===== src/rtl/noc_mesh_router.sv =====
// noc_mesh_router: five-port input-buffered 2-D mesh router, XY routing, round-robin per output.
// Define NOC_ROUTER_STATS_EN to add saturating FLIT_CNT (per output) and DROP_CNT counters.
module noc_mesh_router #(
   parameter int DATA_WIDTH = 32,
   parameter int FIFO_DEPTH = 4,
   parameter int MESH_X     = 4,
   parameter int MESH_Y     = 2,
   parameter int X_ID       = 0,
   parameter int Y_ID       = 0
) (
   input  logic                    clk,
   input  logic                    rst,
   input  logic [5*DATA_WIDTH-1:0] DATA_IN,
   input  logic [4:0]              DATA_VALID_IN,
   output logic [4:0]              FULL_OUT,
   output logic [5*DATA_WIDTH-1:0] DATA_OUT,
   output logic [4:0]              DATA_VALID_OUT,
   input  logic [4:0]              FULL_IN
`ifdef NOC_ROUTER_STATS_EN
   ,
   output logic [5*16-1:0]         FLIT_CNT,
   output logic [15:0]             DROP_CNT
`endif
);
   localparam int NP = 5;
   localparam int XW = $clog2(MESH_X);
   localparam int YW = $clog2(MESH_Y);
   localparam int AW = $clog2(FIFO_DEPTH);
   localparam int CW = AW + 1;
   localparam logic [2:0] P_LOCAL = 3'd0;
   localparam logic [2:0] P_EAST  = 3'd1;
   localparam logic [2:0] P_WEST  = 3'd2;
   localparam logic [2:0] P_NORTH = 3'd3;
   localparam logic [2:0] P_SOUTH = 3'd4;
   localparam logic [2:0] P_DROP  = 3'd5;

   logic [DATA_WIDTH-1:0]   mem_q [NP][FIFO_DEPTH];
   logic [DATA_WIDTH-1:0]   mem_d [NP][FIFO_DEPTH];
   logic [AW-1:0]           rd_ptr_q [NP], rd_ptr_d [NP];
   logic [AW-1:0]           wr_ptr_q [NP], wr_ptr_d [NP];
   logic [CW-1:0]           cnt_q [NP], cnt_d [NP];
   logic [2:0]              rr_q [NP], rr_d [NP];
   logic [NP*DATA_WIDTH-1:0] data_out_q, data_out_d;
   logic [NP-1:0]           valid_out_q, valid_out_d;
   logic [DATA_WIDTH-1:0]   head [NP];
   logic [XW-1:0]           dx [NP];
   logic [YW-1:0]           dy [NP];
   logic [2:0]              route [NP];
   logic [2:0]              cand;
   logic [NP-1:0]           nonempty, drop, pop, push;

   function automatic logic [2:0] wrap5(input int v);
      return (v >= NP) ? 3'(v - NP) : 3'(v);
   endfunction

   always_comb begin
      for (int p = 0; p < NP; p++) begin
         head[p]     = mem_q[p][rd_ptr_q[p]];
         nonempty[p] = (cnt_q[p] != '0);
         dx[p]       = head[p][DATA_WIDTH-1 -: XW];
         dy[p]       = head[p][DATA_WIDTH-1-XW -: YW];
         if (int'(dx[p]) >= MESH_X || int'(dy[p]) >= MESH_Y) route[p] = P_DROP;
         else if (int'(dx[p]) > X_ID)                         route[p] = P_EAST;
         else if (int'(dx[p]) < X_ID)                         route[p] = P_WEST;
         else if (int'(dy[p]) > Y_ID)                         route[p] = P_NORTH;
         else if (int'(dy[p]) < Y_ID)                         route[p] = P_SOUTH;
         else                                                 route[p] = P_LOCAL;
         drop[p] = nonempty[p] && (route[p] == P_DROP);
      end
   end

   // Handshake: upstream may send while FULL_OUT is low; a flit is taken in any cycle
   // DATA_VALID_IN is high. Downstream FULL_IN high blocks new grants onto that output.
   always_comb begin
      pop         = drop;
      valid_out_d = '0;
      data_out_d  = data_out_q;
      cand        = '0;
      for (int o = 0; o < NP; o++) begin
         rr_d[o] = rr_q[o];
         for (int k = 0; k < NP; k++) begin
            cand = wrap5(int'(rr_q[o]) + k);
            if (!FULL_IN[o] && !valid_out_d[o] && nonempty[cand] && route[cand] == 3'(o)) begin
               valid_out_d[o]                          = 1'b1;
               data_out_d[o*DATA_WIDTH +: DATA_WIDTH] = head[cand];
               pop[cand]                               = 1'b1;
               rr_d[o]                                 = wrap5(int'(cand) + 1);
            end
         end
      end
   end

   always_comb begin
      mem_d = mem_q;
      for (int p = 0; p < NP; p++) begin
         push[p]     = DATA_VALID_IN[p] && (cnt_q[p] != CW'(FIFO_DEPTH) || pop[p]);
         rd_ptr_d[p] = rd_ptr_q[p] + AW'(pop[p]);
         wr_ptr_d[p] = wr_ptr_q[p] + AW'(push[p]);
         cnt_d[p]    = cnt_q[p] + CW'(push[p]) - CW'(pop[p]);
         if (push[p]) mem_d[p][wr_ptr_q[p]] = DATA_IN[p*DATA_WIDTH +: DATA_WIDTH];
         FULL_OUT[p] = (cnt_q[p] >= CW'(FIFO_DEPTH - 1));
      end
   end

   always_ff @(posedge clk) mem_q <= mem_d;

   always_ff @(posedge clk or posedge rst) begin
      if (rst) begin
         for (int p = 0; p < NP; p++) begin
            rd_ptr_q[p] <= '0;
            wr_ptr_q[p] <= '0;
            cnt_q[p]    <= '0;
            rr_q[p]     <= '0;
         end
         data_out_q  <= '0;
         valid_out_q <= '0;
      end else begin
         for (int p = 0; p < NP; p++) begin
            rd_ptr_q[p] <= rd_ptr_d[p];
            wr_ptr_q[p] <= wr_ptr_d[p];
            cnt_q[p]    <= cnt_d[p];
            rr_q[p]     <= rr_d[p];
         end
         data_out_q  <= data_out_d;
         valid_out_q <= valid_out_d;
      end
   end

   assign DATA_OUT       = data_out_q;
   assign DATA_VALID_OUT = valid_out_q;

   // An upstream that ignores FULL_OUT loses the flit; flag it in simulation.
   for (genvar p = 0; p < NP; p++) begin : g_ovf_chk
      assert property (@(posedge clk) disable iff (rst)
         !(DATA_VALID_IN[p] && cnt_q[p] == CW'(FIFO_DEPTH) && !pop[p]))
         else $error("noc_mesh_router: flit pushed into full FIFO %0d was discarded", p);
   end

`ifdef NOC_ROUTER_STATS_EN
   logic [15:0] flit_cnt_q [NP], flit_cnt_d [NP];
   logic [15:0] drop_cnt_q, drop_cnt_d;
   logic [16:0] drop_sum;

   always_comb begin
      drop_sum = {1'b0, drop_cnt_q};
      for (int p = 0; p < NP; p++) drop_sum = drop_sum + 17'(drop[p]);
      drop_cnt_d = drop_sum[16] ? 16'hFFFF : drop_sum[15:0];
      for (int o = 0; o < NP; o++) begin
         flit_cnt_d[o] = (valid_out_d[o] && flit_cnt_q[o] != 16'hFFFF) ? flit_cnt_q[o] + 16'd1
                                                                        : flit_cnt_q[o];
         FLIT_CNT[o*16 +: 16] = flit_cnt_q[o];
      end
   end

   always_ff @(posedge clk or posedge rst) begin
      if (rst) begin
         for (int o = 0; o < NP; o++) flit_cnt_q[o] <= '0;
         drop_cnt_q <= '0;
      end else begin
         for (int o = 0; o < NP; o++) flit_cnt_q[o] <= flit_cnt_d[o];
         drop_cnt_q <= drop_cnt_d;
      end
   end

   assign DROP_CNT = drop_cnt_q;
`endif
endmodule


===== config.mk =====
export PLATFORM = sky130hd
export DESIGN_NAME = noc_mesh_router
export DESIGN_NICKNAME = d
export VERILOG_FILES = /design/src/rtl/noc_mesh_router.sv
export SDC_FILE = /design/constraint.sdc
export NUM_CORES = 2
export LEC_CHECK = 0
export BUFFER_PORTS_ARGS = -buffer_cell sky130_fd_sc_hd__buf_2
export CORE_UTILIZATION = 40
export DETAILED_ROUTE_END_ITERATION = 6
export GPL_TIMING_DRIVEN = 0
export SKIP_LAST_GASP = 1
export SLEW_MARGIN = 20
export SYNTH_ARGS = -nofsm -noshare
export SYNTH_HDL_FRONTEND = slang
export SYNTH_SLANG_ARGS = --single-unit

===== constraint.sdc =====
create_clock -name clk -period 11.1 [get_ports clk]
set_input_delay 2.775 -clock clk [delete_from_list [all_inputs] [get_ports clk]]
set_output_delay 2.775 -clock clk [all_outputs]
set_load 0.1 [all_outputs]

# After elaboration in Yosys (flattened, before gate mapping)
# Cells that the tools add are included.
[totals]
in_bits = 172
ff_bits = 855
output_inout_bits = 170
word_cells = 1001
[op_classes]
muxes = 440
n_reduce_logical = 155
addsub = 115
n_eq_ne = 30
n_lt_le_gt_ge = 155
bitwise_logic = 60
[ops]
columns = ["op", "n"]
rows = [
  ["32-bit 2-to-1 mux", 90],
  ["32-bit binary-select mux with 3-bit select", 25],
  ["128-bit bitwise mux", 5],
  ["3-bit 2-to-1 mux", 126],
  ["32-bit binary-select mux with 2-bit select", 5],
  ["32-bit demux with 2-bit select", 5],
  ["3-bit binary-select mux with 3-bit select", 25],
  ["4-bit by 3-bit greater-or-equal comparator with 1-bit output (second input constant)", 45],
  ["3-bit subtractor (second input constant)", 50],
  ["5-bit 2-to-1 mux", 25],
  ["5-bit bitwise OR", 25],
  ["3-bit by 1-bit adder with 4-bit output (second input constant)", 30],
  ["1-bit logical AND", 110],
  ["4-bit greater-or-equal comparator (second input constant)", 25],
  ["3-bit by 4-bit < comparator with 1-bit output (second input constant)", 25],
  ["3-bit NOT with 4-bit output", 25],
  ["1-bit binary-select mux with 3-bit select", 25],
  ["1-bit demux with 3-bit select", 25],
  ["3-bit by 1-bit greater-or-equal comparator with 1-bit output (second input constant)", 25],
  ["1-bit 2-to-1 mux", 75],
  ["3-bit greater-or-equal comparator (second input constant)", 15],
  ["3-bit by 2-bit adder with 4-bit output (second input constant)", 10],
  ["3-bit by 2-bit equality test with 1-bit output (second input constant)", 10],
  ["3-bit equality test (second input constant)", 10],
  ["17 further kinds", 119],
]

# Depth between registers and ports, before layout
[logic_depth]
word_depth = 77
ltp_mapped = 25
depth_no_buf = 20

# Least setup slack after synthesis
# OpenSTA, ideal clock, no wires.
[synth_timing]
path_kind = "input port to flip-flop"
startpoint = "in FULL_IN[3]"
endpoint = "reg mem_q[608] (netlist name) (enable)"
path_slack_ns = 2.827
path_buffers = 0
required_time_ns = 10.587
setup_time_ns = 0.513
cell_stages = 7
arrival_time_ns = 7.760
cell_sequence = "a221o_1 or3_1 nor3_1 a41oi_1 o21ai_0 nor4_2 nor4b_1"
[synth_via]
elab_chain_len = 36
word_cells_on_any_way = 44
classes_between = "14 x mux; 9 x bitwise; 21 x reduce/logical"
[synth_rtl]
columns = ["element", "line_no", "rtl"]
rows = [
  ["start: declaration", "18", "input logic [4:0] FULL_IN"],
  ["1-bit logical NOT *", "83", "if (!FULL_IN[o] && !valid_out_d[o] && nonempty[cand] && route[cand] == 3'(o)) begin"],
  ["1-bit logical AND (2 in a row)", "83", ""],
  ["1-bit 2-to-1 mux", "83", ""],
  ["1-bit logical NOT", "83", ""],
  ["1-bit logical AND (3 in a row)", "83", ""],
  ["1-bit 2-to-1 mux", "83", ""],
  ["1-bit logical NOT", "83", ""],
  ["1-bit logical AND (3 in a row)", "83", ""],
  ["[15 not listed]", "--", ""],
  ["5-bit bitwise OR (no line)", "--", ""],
  ["5-bit 2-to-1 mux *", "83", ""],
  ["5-bit bitwise OR (no line)", "--", ""],
  ["5-bit 2-to-1 mux *", "83", ""],
  ["5-bit bitwise OR (no line)", "--", ""],
  ["5-bit 2-to-1 mux *", "83", ""],
  ["1-bit logical OR *", "96", "push[p] = DATA_VALID_IN[p] && (cnt_q[p] != CW'(FIFO_DEPTH) || pop[p]);"],
  ["1-bit logical AND *", "96", ""],
  ["end signal: assignment", "105", "always_ff @(posedge clk) mem_q <= mem_d;"],
  ["end: declaration", "37", "logic [DATA_WIDTH-1:0] mem_q [NP][FIFO_DEPTH];"],
]
# Mark *: on every way between the ends. The rest lies on a longest branch, timed or not.
# A chain may end at the register's enable or synchronous reset.

==> flow_summary.json <==
{
  "die_h_um": 368,
  "syn_inst": 5128,
  "grt_pass1_vias": 50400,
  "worstSetupStartpointType": "flop",
  "finalHoldViolCount": 0,
  "cts-buffers-inserted": 87,
  "grt_start_max_net_pins": 82,
  "synth_edf_count": 640,
  "dpl-instance-area_sq_um": 58500,
  "final_common_cell": "edfxtp_1",
  "overflow": 0,
  "synth-async-reset-ratio_pct": 21.6,
  "worstMarginPinSlew_ps": 1290,
  "clk_latency_ps": 750,
  "ant_nets": 0,
  "status": "finished with violations",
  "avgSynthCellArea_sq_um": 10.5,
  "violations": "DRC",
  "portBuffers": 306,
  "maxSlewViolCount": 0,
  "yosys_warnings": 0,
  "wl_per_cell_um": 41.2,
  "post_cts_buffers": 0,
  "drtIter0Drc": 11400,
  "grt_pass1_wl_um": 413000,
  "mostFrequentLayoutCells": "edfxtp_1 (640), clkbuf_1 (551), a21oi_1 (441)",
  "fill_cells": 12500,
  "drt_pass1_iterations": 7,
  "holdWs_ps": 447,
  "core-area_sq_um": 132000,
  "vias": 54100,
  "cts_tree": "yes",
  "num-nets-final": 5890,
  "hpwlAfterDp_um": 248000,
  "period_share_pct": 81.6,
  "setup_viol": 0,
  "ys.flop_type": "edfxtp_1",
  "via_per_inst": 7.25,
  "num_rows": 133,
  "hold_path_class": "reg -> reg",
  "min_period_ps": 9060,
  "seq_area_frac_synth_pct": 44.1,
  "cts_htree_levels": 3,
  "initial_core_util_pct": 40.5,
  "ios": 342,
  "rsz0062_at_grt": "no",
  "gr-usage-all-layers_pct": 44.1,
  "cap_violations": 0,
  "drive_gt1_share_pct": 16.3,
  "gp_congestion": 1.18,
  "syn-cell-area_sq_um": 53600,
  "clock.fmax_mhz": 110,
  "critPathMaxFanout": 11,
  "hold_buffers": 0,
  "crit_arrival_ps": 9700,
  "drc": 210,
  "areaGrowthSynthToFinish_pct": 14.8,
  "max-slew-margin-rel_pct": 14.2,
  "synth_cell_types": 97,
  "die_area_sq_um": 136000,
  "cts_buffer_depth": 3,
  "required_ps": 11740,
  "ctsResizeCount": 0,
  "clkTransAtPathRegs_ps": 60,
  "worstSetupPathType": "reg -> reg",
  "worstSetupEndpointType": "flop",
  "wirelength_um": 308000,
  "antenna_found_initial": 17,
  "ys_ff_latch": 816,
  "cts_root_buf": "clkbuf_16",
  "fin_area_sq_um": 61600,
  "die_x_um": 368,
  "clock_sinks": 816,
  "fin_skew_ps": 58.9
}
==> synth_stat cells (24+ instances only) <==
master    number  share of area [%]
a211oi_1      64               0.90
a21oi_1      445                4.2
a221o_1       32               0.60
a221oi_1      36               0.59
a222oi_1     201                3.8
a22oi_1      154                2.2
a31oi_1       59               0.69
buf_1         50               0.35
buf_2         31               0.29
buf_4         33               0.46
clkbuf_1     537                3.8
dfrtp_1      176                8.2
edfxtp_1     640                 36
ha_1          78                1.8
inv_1        105               0.74
mux2i_1      312                5.8
mux4_2       219                9.2
nand2_1      380                2.7
nand2b_1      31               0.36
nand3_1       89               0.83
nor2_1       308                2.2
nor3_1        75               0.70
o211ai_1      91                1.3
o21a_1        24               0.34
o21ai_0      304                2.8
o221ai_1      58               0.95
o22ai_1      156                1.8
or3_1         27               0.32
xnor2_1       24               0.39
==> flip-flops by register name (all words and copies together), names as in the netlist <==
name            count
DATA_VALID_OUT      4
rr_q                9
rd_ptr_q           10
DATA_OUT          128
mem_q             640
cnt_q              15
wr_ptr_q           10
==> worst max-delay path, cell delays in order (launching register included) <==
cell and delay, ps:
dfrtp_1 470, buf_2 240, inv_1 260, clkbuf_1 790
ha_1 320, inv_1 60, fa_1 350, clkbuf_1 210
nor3_2 850, nor2_1 540, a21oi_1 280, o311ai_0 350
o211ai_1 370, clkbuf_1 880, or3_1 320, o22ai_1 180
nor3_4 820, nand2b_1 550, ha_1 340, inv_1 70
ha_1 130, inv_1 50, fa_1 470, inv_1 40
==> final timing paths <==
check                                  start            to  slack, ps  cells after the start
worst max register to register       rr_q[3]     cnt_q[10]       2040                     23
worst min-delay path            DATA_OUT[83]  DATA_OUT[83]        450                      1
worst max-delay path                 rr_q[3]     cnt_q[10]       2040                     23
max in group asynchronous                rst  DATA_OUT[27]       8180                      3
worst min register to register  DATA_OUT[83]  DATA_OUT[83]        450                      1
min in group asynchronous                rst  DATA_OUT[71]       2010                      2
==> through the flow <==
step / cells / util [%] / setup slack [ps] / TNS, ps
after floorplan: 5161 / - / 2830 / 0
after global placement: 7222 / 43.4 / -2050 / -333460
after detailed placement: 7297 / 44.2 / 2130 / 0
after CTS: 7460 / 46.5 / 2090 / 0
after global routing: 7462 / 46.5 / 2010 / 0
final: 7467 / 46.5 / 2040 / 0
==> cells by family after synthesis <==
group / after synthesis / share of synthesized area (%)
multiplexers: 546 / 15.3
XOR/XNOR: 44 / 0.733
AO/OA/AOI/OAI: 1789 / 22.7
flip-flops: 816 / 44.1
AND/OR/NAND/NOR: 1073 / 9.26
buffers and inverters: 773 / 5.76
adder cells (fa/ha/maj): 86 / 2.12
other: 1 / 0.00699
==> final cells by class <==
| class | instances | area, sq um | area share, % |
|---|---|---|---|
| Timing Repair Buffer | 382 | 2300 | 3.74 |
| Sequential cell | 816 | 23600 | 38.4 |
| Inverter | 119 | 454 | 0.738 |
| Buffer | 654 | 2650 | 4.30 |
| Clock inverter | 49 | 641 | 1.04 |
| Tap cell | 1755 | 2200 | 3.57 |
| Clock buffer | 114 | 2370 | 3.85 |
| Antenna cell | 6 | 15.0 | 0.0244 |
| Multi-Input combinational cell | 3572 | 27300 | 44.4 |
==> per-layer routing <==
metal	track usage, %	share of wire, %	up-vias
met2	59.3	39	4786
li1	-	-	21300
met5	2.17	0.18	-
met3	17.7	14	1298
met4	32.3	9.2	22
met1	56.6	37	26800
Power is not shown: default switching activity piles up to over one toggle a cycle in this logic, so the estimate is an artifact.
